===== config.mk =====
export PLATFORM = sky130hd
export DESIGN_NAME = hash_core_scheduler
export DESIGN_NICKNAME = d
export VERILOG_FILES = /design/src/rtl/hash_core_scheduler.sv
export SDC_FILE = /design/constraint.sdc
export NUM_CORES = 1
export LEC_CHECK = 0
export ABC_AREA = 1
export CELL_PAD_IN_SITES_DETAIL_PLACEMENT = 1
export CELL_PAD_IN_SITES_GLOBAL_PLACEMENT = 2
export CORE_MARGIN = 5
export CORE_UTILIZATION = 17
export DETAILED_ROUTE_END_ITERATION = 6
export PLACE_DENSITY_LB_ADDON = 0.08
export SETUP_SLACK_MARGIN = 0.4
export SYNTH_ARGS = -nofsm -noshare
export SYNTH_HDL_FRONTEND = slang
export SYNTH_SLANG_ARGS = --single-unit

===== constraint.sdc =====
create_clock -name clk -period 4.33 [get_ports clk]
set_clock_uncertainty 0.2 [all_clocks]
set_input_delay 0.433 -clock clk [delete_from_list [all_inputs] [get_ports clk]]
set_output_delay 0.433 -clock clk [all_outputs]
set_load 0.05 [all_outputs]

===== src/rtl/hash_core_scheduler.sv =====
`default_nettype none
// hash_core_scheduler: launches NUM_CORES nonce-search cores on disjoint ranges and
// shares one memory port among them with a locking round-robin arbiter. Rev 1.0
module hash_core_scheduler #(
  parameter int NUM_CORES       = 4,
  parameter int NONCES_PER_CORE = 16,
  parameter int ADDR_W          = 16
) (
  input  logic                        clk,
  input  logic                        rst_n,
  input  logic                        start,
  input  logic [ADDR_W-1:0]           input_addr,
  input  logic [ADDR_W-1:0]           hash_addr,
  output logic                        done,
  output logic [NUM_CORES-1:0]        core_start,
  output logic [NUM_CORES*ADDR_W-1:0] core_input_addr,
  output logic [NUM_CORES*ADDR_W-1:0] core_hash_addr,
  output logic [NUM_CORES*32-1:0]     core_nonce_base,
  input  logic [NUM_CORES-1:0]        core_done,
  input  logic [NUM_CORES-1:0]        core_mem_req,
  input  logic [NUM_CORES-1:0]        core_mem_we,
  input  logic [NUM_CORES*ADDR_W-1:0] core_mem_addr,
  input  logic [NUM_CORES*32-1:0]     core_mem_wdata,
  output logic [NUM_CORES-1:0]        core_mem_gnt,
  output logic                        mem_we,
  output logic [ADDR_W-1:0]           mem_addr,
  output logic [31:0]                 mem_wdata
);

  localparam int RR_W = $clog2(NUM_CORES);

  typedef enum logic [1:0] {S_IDLE, S_LAUNCH, S_SETTLE, S_RUN} state_t;

  state_t                      state_q;
  logic                        done_q;
  logic [NUM_CORES-1:0]        core_start_q;
  logic [NUM_CORES-1:0]        done_seen_q;
  logic [NUM_CORES*ADDR_W-1:0] input_addr_q;
  logic [NUM_CORES*ADDR_W-1:0] hash_addr_q, hash_addr_d;
  logic [NUM_CORES*32-1:0]     nonce_base_q, nonce_base_d;
  logic [NUM_CORES-1:0]        done_seen_d;

  logic [NUM_CORES-1:0]        gnt_q, gnt_d;
  logic [RR_W-1:0]             rr_q, rr_d;

  always_comb begin
    hash_addr_d  = '0;
    nonce_base_d = '0;
    for (int i = 0; i < NUM_CORES; i++) begin
      hash_addr_d[i*ADDR_W +: ADDR_W] = hash_addr + ADDR_W'(i * NONCES_PER_CORE);
      nonce_base_d[i*32 +: 32]        = 32'(i * NONCES_PER_CORE);
    end
  end

  assign done_seen_d = done_seen_q | core_done;

  always_ff @(posedge clk or negedge rst_n) begin
    if (!rst_n) begin
      state_q      <= S_IDLE;
      done_q       <= 1'b1;
      core_start_q <= '0;
      done_seen_q  <= '0;
      input_addr_q <= '0;
      hash_addr_q  <= '0;
      nonce_base_q <= '0;
    end else begin
      case (state_q)
        S_IDLE: begin
          if (start) begin
            input_addr_q <= {NUM_CORES{input_addr}};
            hash_addr_q  <= hash_addr_d;
            nonce_base_q <= nonce_base_d;
            core_start_q <= '1;
            done_q       <= 1'b0;
            state_q      <= S_LAUNCH;
          end
        end
        S_LAUNCH: begin
          core_start_q <= '0;
          done_seen_q  <= '0;
          state_q      <= S_SETTLE;
        end
        // Cores still report done here because they drop it one cycle after start.
        S_SETTLE: state_q <= S_RUN;
        S_RUN: begin
          done_seen_q <= done_seen_d;
          if (&done_seen_d) begin
            done_q  <= 1'b1;
            state_q <= S_IDLE;
          end
        end
        default: begin
          done_q  <= 1'b1;
          state_q <= S_IDLE;
        end
      endcase
    end
  end

  assign done            = done_q;
  assign core_start      = core_start_q;
  assign core_input_addr = input_addr_q;
  assign core_hash_addr  = hash_addr_q;
  assign core_nonce_base = nonce_base_q;

  // The owner holds while requesting; otherwise search from rr+1 so the last owner ranks lowest.
  always_comb begin
    logic            found;
    int              idx;
    logic [RR_W-1:0] sel;
    gnt_d = gnt_q;
    rr_d  = rr_q;
    found = 1'b0;
    idx   = 0;
    sel   = '0;
    if ((gnt_q & core_mem_req) == '0) begin
      gnt_d = '0;
      for (int k = 1; k <= NUM_CORES; k++) begin
        idx = int'(rr_q) + k;
        if (idx >= NUM_CORES) idx = idx - NUM_CORES;
        sel = RR_W'(idx);
        if (!found && core_mem_req[sel]) begin
          found      = 1'b1;
          gnt_d[sel] = 1'b1;
          rr_d       = sel;
        end
      end
    end
  end

  always_ff @(posedge clk or negedge rst_n) begin
    if (!rst_n) begin
      gnt_q <= '0;
      rr_q  <= RR_W'(NUM_CORES - 1);
    end else begin
      gnt_q <= gnt_d;
      rr_q  <= rr_d;
    end
  end

  assign core_mem_gnt = gnt_q;

  always_comb begin
    mem_we    = 1'b0;
    mem_addr  = '0;
    mem_wdata = '0;
    for (int i = 0; i < NUM_CORES; i++) begin
      if (gnt_q[i]) begin
        mem_we    = core_mem_we[i] & core_mem_req[i];
        mem_addr  = core_mem_addr[i*ADDR_W +: ADDR_W];
        mem_wdata = core_mem_wdata[i*32 +: 32];
      end
    end
  end

endmodule
`default_nettype wire


# --- Word-level counts from Yosys, hierarchy flattened ---
# Cells that the tools add are included.
op_classes:
  n_addsub: 11
  n_lt_le_gt_ge: 12
  eq_ne: 5
  n_mux: 62
  n_bitwise: 9
  n_reduce_logical: 22
op_table:
  columns: ["cell", "count"]
  rows:
  - ["$mux W32", 4]
  - ["$mux W16", 4]
  - ["$add A16 B6 Y16 const B", 2]
  - ["$mux W4", 8]
  - ["$mux W2", 14]
  - ["$mux W1", 20]
  - ["$add A16 B5 Y16 const B", 1]
  - ["$or A4 B4 Y4", 4]
  - ["$pmux W4 S2", 2]
  - ["$lt A2 B3 Y1 const B", 4]
  - ["$ge A3 B3 Y1 const B", 3]
  - ["$bmux W1 S2", 4]
  - ["$demux W1 S2", 4]
  - ["$ge A2 B1 Y1 const B", 4]
  - ["$pmux W2 S4", 1]
  - ["$reduce_and A2 Y1", 4]
  - ["$sub A2 B1 Y2 const B", 4]
  - ["$logic_and A1 B1 Y1", 7]
  - ["$add A2 B2 Y3 const B", 2]
  - ["$reduce_bool A2 Y1", 3]
  - ["$add A2 B3 Y4 const B", 1]
  - ["$and A1 B1 Y1", 4]
  - ["$and A4 B4 Y4", 1]
  - ["$eq A2 B2 Y1 const B", 2]
  - ["11 further kinds", 14]
word_totals:
  register_bits: 146
  input_bits: 239
  output_inout_bits: 314
  elab_cells: 130

# --- Depth between registers and ports, before layout ---
# Gate-level depths: netlist of the first run.
logic_depth:
  word_depth: 20
  mapped_depth: 11
  ltp_nobuf: 11

# --- Least setup slack after synthesis of the first run ---
# OpenSTA, ideal clock, no wires.
synth_timing:
  path_type: "register to output"
  from: "register gnt_q[1], in the netlist core_mem_gnt[1]"
  to: "output port mem_addr[9]"
  t_arrival_ps: 2141
  required_time_ps: 3697
  slack_ps: 1556
  stages_incl_launch_ff: 9
  n_path_buf: 3
  path_cell_list: "dfrtp_1 -> clkbuf_1 -> nor2_2 -> buf_2 -> buf_4 -> nand2_1 -> nand2_1 -> o21ai_1 -> o21ai_1"
synth_between:
  elab_chain_cells: 3
synth_rtl:
  columns: ["element", "line_no", "rtl"]
  rows:
  - ["start, declared", "43", "logic [NUM_CORES-1:0] gnt_q, gnt_d;"]
  - ["start signal, assigned", "136", "gnt_q <= gnt_d;"]
  - ["$mux W16 (3 in a row)", "148", "if (gnt_q[i]) begin"]
  - ["end, declared", "26", "output logic [ADDR_W-1:0] mem_addr,"]
# No other way between the ends.

# --- Final worst setup path of the first run ---
layout_timing:
  from: "register gnt_q[0], in the netlist core_mem_gnt[0]"
  to: "output port mem_addr[13]"
layout_between:
  elab_chain_cells: 4
layout_rtl:
  columns: ["element", "line_no"]
  rows:
  - ["$mux W16 (4 in a row)", "148"]
# No other way between the ends.

==> out/qor.yml, run 1 <==
die_w_um: 213
start_kind: "flip-flop"
synthesis.area_um2: 6980
port_buffers: 428
crit_path_end_kind: "output pin"
cap_viol_max_count: 0
crit_start: "core_mem_gnt[0]"
fin_total_pwr_mw: 10.4
die_height_um: 213
p_leak_nw: 4.89
clockBufferDepth: 2
max_freq_mhz: 290
tightest_slew_ns: 0.886
hold_viol: 0
async_flop_share_pct: 100
final_layout_size_suffix_gt1_share_pct: 4.33
antenna_left: 0
postCtsSetupBuffers: 0
synth_area_per_cell_um2: 6.81
rows: 74
register_area_um2: 2030
insertion_delay_ns: 0.35
crit_end: "mem_addr[13]"
drv_slew: 0
finalSetupTns_ns: 0
vias: 7312
fin_area_um2: 11200
wl_per_cell_um: 20.1
finalCriticalPeriod_ns: 3.44
fillers: 4969
synth_edf_count: 0
holdWs_ns: 0.281
drtIter0Drc: 256
reg2reg_depth: 6
critPathKind: "flip-flop to output pin"
grt_usage_pct: 15.6
grt_pass1_wl_mm: 52.2
timing.rr.end: "core_hash_addr[40]"
placed_area_um2: 10900
worstPathArrival_ns: 2.81
worstHoldPathType: "flip-flop to flip-flop"
clkSlewWorstSetupHoldPaths_ns: 0.06
antenna_found_initial: 2
io_pins: 553
first_global_vias: 7478
drtPass1Iterations: 5
synth_cell_types: 37
clock_sinks: 81
core-area_um2: 40700
crit_required_ns: 3.70
relSlewSlack_pct: 40.9
rsz0062_at_grt: "false"
synth_ff_type: "dfrtp_1"
path_max_fanout: 21
grt_max_degree: 56
hp-start: "core_hash_addr[21]"
drc: 0
period_share_pct: 79.6
die_area_um2: 45200
postLayoutSetupSlackWorst_ns: 0.885
status: "finished clean"
h-tree-depth: 3
synthToLayoutAreaGrowth_pct: 60.4
start_util_pct: 17.1
place_ws_ns: 1.20
cts_tree: "yes"
power.ir.vdd_worst_mv: 0.321
setup_viol: 0
drt-total-wl_mm: 38.1
power_density_nw_per_um2: 931
cts_root_buffer: "clkbuf_16"
gp_congestion: 0.806
cts_made_buffers: 9
multi_input_area_um2: 3630
syn_inst: 1025
overflow: 0
rrSetupSlack_ns: 1.78
reg2reg_from: "state_q[0]"
seq_area_frac_synth_pct: 29.1
yosys_warnings: 0
fin_nets: 1615
ys_ff_latch: 81
dp_hpwl_mm: 31.3
routed_via_density: 3.86
-- synth_stat cells, types with 4 or more instances --
master,count,area share [%]
buf_2,10,0.72
o21ai_0,11,0.79
clkbuf_1,32,1.7
buf_4,193,21
a21oi_1,57,4.1
dfrtp_1,78,28
nor3_1,4,0.29
inv_1,39,2.1
nor2_1,67,3.6
nor2_2,4,0.36
inv_2,6,0.32
nand3_1,41,2.9
nand2_1,312,17
ha_1,16,2.9
o21ai_1,109,7.8
a21oi_2,4,0.50
-- flip-flops by register name (all words and copies together), names as in the netlist --
signal and cells:
core_hash_addr 50, core_mem_gnt 4, done 1, core_nonce_base 1
done_seen_q 4, state_q 2, core_start 1, rr_q 2
core_input_addr 16
-- worst min path at each step --
stage / endpoint / cells past startpoint / slack, ns
after floorplan: core_hash_addr[10] / 0 / -0.06
after global placement: core_hash_addr[6] / 2 / 0.26
after detailed placement: core_hash_addr[6] / 2 / 0.27
after CTS: core_hash_addr[6] / 2 / 0.29
after global routing: core_hash_addr[15] / 2 / 0.31
final: core_hash_addr[21] / 2 / 0.28
-- stage by stage --
stage	std cells	util, %
CTS	1894	27.5
global placement	1880	26.7
finish	1896	27.5
global route	1895	27.5
floorplan	1148	-
detailed placement	1880	26.7
-- critical path, cell delays in order (launching register included) --
cell and delay (ns):
dfrtp_1 0.38, inv_1 0.09, nor2_4 0.43, buf_4 0.35, nand2_1 0.08, nand2_1 0.06, o21ai_1 0.10, o21ai_1 0.13
clkdlybuf4s50_1 0.83
-- where the power goes --
part           switching [mW]  internal, mW  leakage (nW)  total [mW]
clock network           0.325         0.512         0.147       0.837
registers               0.405          1.12         0.984        1.53
logic                    5.62          2.44          3.75        8.06
total                    6.35          4.08          4.89        10.4
-- layer usage --
| metal | track usage (%) | routed length [um] |
|---|---|---|
| met4 | 1.81 | 270 |
| met5 | 0 | 0 |
| met1 | 19.5 | 15800 |
| met3 | 3.53 | 2320 |
| met2 | 28.2 | 19700 |
-- cells by family after synthesis --
logic type	Yosys count	synth area share, %
other	1	0.0537
DFF	81	29.1
xor gates and xnor gates	3	0.376
buffers and inverters	283	25.8
AOI/OAI and AO/OA	196	15.0
adders and majority gates	16	2.87
and+or+nand+nor	445	26.9
-- layout by cell type, fill, tap and decap left out, drive strengths merged --
cell type / netlist / final
xor2: 2 / 2
a22oi: 2 / 2
o311ai: 1 / 1
inv: 45 / 45
conb: 1 / 124
a21oi: 61 / 61
or2: 2 / 2
dfstp: 3 / 3
o211ai: 3 / 3
diode: 0 / 2
clkbuf: 32 / 10
dlygate4sd3: 0 / 1
nor3: 4 / 4
nor2: 72 / 72
a221o: 3 / 3
o21ai: 121 / 121
nand4: 2 / 2
o21a: 2 / 2
xnor2: 1 / 1
bufinv: 0 / 2
a31oi: 1 / 1
o22ai: 2 / 2
buf: 206 / 11
dfrtp: 78 / 78
ha: 16 / 16
nand3: 46 / 46
nand2: 319 / 319
clkinvlp: 0 / 1
clkdlybuf4s50: 0 / 427
-- area by class of cell --
class                   count  share of cell area (%)
flip-flops and latches     81                    18.2
well taps                 532                    5.94
clock inverters             3                   0.603
diodes                      2                  0.0447
repair buffers            439                    39.2
inverters                  45                    1.51
clock buffers              10                    2.13
multi-input cells         784                    32.4
-- timing repair --
item / CTS / global route
hold buffers: 1 / 0
hold endpoints to repair: 2 / 0
gates resized for setup: 0 / 0
Power figures use the tool's default switching activity.
==> run 2, diff against run 1 <==
- CORE_UTILIZATION: 17 -> 14
- clock period: 4.33 -> 3.1 ns (I/O delays scaled with it)
==> run 2 against run 1 <==
Effect of this change: utilization shrank 4.4 points; critical endpoint is now mem_wdata[16]; first-iteration DRC count shrank 1.6%; worst hold slack improved by 0.0036 ns; sequential power rose by 36%; power increased by 40%; sequential share of layout area shrank 0.23 points.
==> out/qor.yml, run 2 (synthesis results as in run 1) <==
reg2reg_depth: 11  # was 6
p_leak_nw: 4.99  # was 4.89 nW
largest_reg_flops: 50  # unchanged
h-tree-depth: 3  # unchanged
first_global_vias: 7735  # was 7,478
fillers: 5945  # was 4,969
setup_viol: 0  # unchanged
power.ir.vdd_worst_mv: 0.367  # was 0.321 mV
path_max_fanout: 11  # was 21
drt-total-wl_mm: 38.4  # was 38.1 mm
die_area_um2: 54500  # was 45,200 um2
grt_max_degree: 56  # unchanged
critPathKind: "flip-flop to output pin"  # unchanged
cts_made_buffers: 9  # unchanged
reg2reg_from: "rr_q[1]"  # was state_q[0]
io_pins: 553  # unchanged
post-route-util_pct: 23.1  # was 27.5%
routed_via_density: 3.61  # was 3.86
vias: 7350  # was 7,312
die_w_um: 233  # was 213 um
start_util_pct: 14.2  # was 17.1%
overflow: 0  # unchanged
period_share_pct: 81.4
rsz0062_at_grt: "false"  # unchanged
hp-start: "input_addr[15]"  # was core_hash_addr[21]
dp_hpwl_mm: 31.5  # was 31.3 mm
postCtsSetupBuffers: 0  # unchanged
synthToLayoutAreaGrowth_pct: 62.6  # was 60.4%
drtPass1Iterations: 4  # was 5
grt_pass1_wl_mm: 53.0  # was 52.2 mm
crit_path_end_kind: "output pin"  # unchanged
worstHoldPathType: "primary input to flip-flop"  # was flip-flop to flip-flop
drtIter0Drc: 252  # was 256
core-area_um2: 49200  # was 40,700 um2
drc: 0  # unchanged
cap_viol_max_count: 0  # unchanged
relSlewSlack_pct: 54.5  # was 40.9%
wl_per_cell_um: 18.8  # was 20.1 um
grt_usage_pct: 13.0  # was 15.6%
antenna_left: 0  # unchanged
final_common_cell: "clkdlybuf4s50_1"  # unchanged
max_freq_mhz: 397
timing.rr.end: "rr_q[1]"  # was core_hash_addr[40]
drv_slew: 0  # unchanged
rrSetupSlack_ns: 0.85  # was 1.78 ns
fin_area_um2: 11400  # was 11,200 um2
insertion_delay_ns: 0.35  # about the same
min_path_cells: 3  # was 2
hold_viol: 0  # unchanged
status: "finished clean"  # unchanged
final_layout_size_suffix_gt1_share_pct: 8.53  # was 4.33%
finalSetupTns_ns: 0  # unchanged
clkSlewWorstSetupHoldPaths_ns: 0.07  # was 0.06 ns
start_kind: "flip-flop"  # unchanged
worstPathArrival_ns: 2.01  # was 2.81 ns
clockBufferDepth: 2  # unchanged
antenna_found_initial: 5  # was 2
cts_root_buffer: "clkbuf_16"  # unchanged
clock_sinks: 81  # unchanged
placed_area_um2: 11000  # was 10,900 um2
port_buffers: 428  # unchanged
fin_nets: 1621  # was 1,615
finalCriticalPeriod_ns: 2.52
power_density_nw_per_um2: 1290  # was 931 nW/um2
cts_tree: "yes"  # unchanged
tightest_slew_ns: 0.681  # was 0.886 ns
gp_congestion: 0.797  # was 0.806
die_height_um: 233  # was 213 um
layout_common_cells: "377 x clkdlybuf4s50_1, 311 x nand2_1, 124 x conb_1"  # was 427 x clkdlybuf4s50_1, 311 x nand2_1, 124 x conb_1
holdPathEnd: "core_input_addr[47]"  # was core_hash_addr[21]
crit_required_ns: 2.59  # was 3.70 ns
rows: 81  # was 74
run 2: worst max path at each step:
stage,startpoint,end,slack (ns),cells after the start
after floorplan,core_mem_gnt[1],mem_addr[9],0.45,8
after global placement,hash_addr[5],core_hash_addr[61],0.68,7
after detailed placement,hash_addr[4],core_hash_addr[62],0.63,7
after CTS,core_mem_gnt[1],mem_we,0.42,6
after global routing,core_mem_gnt[0],mem_addr[14],0.41,8
final,core_mem_gnt[0],mem_wdata[16],0.58,8
run 2: repair_timing:
action / CTS / global route
hold endpoints to repair: 37 / 0
hold buffers: 1 / 0
endpoints found under the setup margin: 1 / 8
gates resized for setup: 1 / 1
pin swaps: 0 / 0
run 2: where the power goes:
| group | internal, mW | switching, mW |
|---|---|---|
| Sequential | 1.57 | 0.508 |
| Clock | 0.634 | 0.508 |
| Combinational | 3.39 | 7.99 |
run 2: metrics by stage:
stage	instances	hold slack (ns)	setup WS (ns)	total power [mW]
2_1_floorplan	1148	-0.186	0.449	10.1
3_3_place_gp	2018	0.164	0.683	13.7
3_5_place_dp	2018	0.166	0.634	13.7
4_1_cts	2035	0.261	0.419	14.9
5_1_grt	2037	0.269	0.412	15.5
6_report	2038	0.285	0.578	14.6
run 2: layout make-up:
cell class,count,area [um2],share of cell area (%)
timing repair buffer,445,4380,38.6
antenna,3,7.51,0.0661
multi-input combinational,784,3630,32.0
sequential,81,2040,17.9
clock buffer,9,225,1.98
inverter,45,169,1.49
clock inverter,7,78.8,0.694
tap,664,831,7.32
run 2: worst max-delay path, cell delays in order (launching register included):
cell and delay (ns):
dfrtp_1 0.37, inv_1 0.09, nor2_4 0.32, buf_4 0.27, nand2_1 0.12, nand2_1 0.08
o21ai_1 0.06, o21ai_1 0.13, buf_4 0.21
run 2: metal layers:
| layer | part of all wire, % | GRT usage (%) | up-vias |
|---|---|---|---|
| met5 | 0 | 0 | - |
| met4 | 1.0 | 2.03 | 0 |
| met3 | 6.2 | 2.87 | 19 |
| met2 | 52 | 23.8 | 241 |
| met1 | 41 | 15.9 | 3443 |
| li1 | - | - | 3647 |
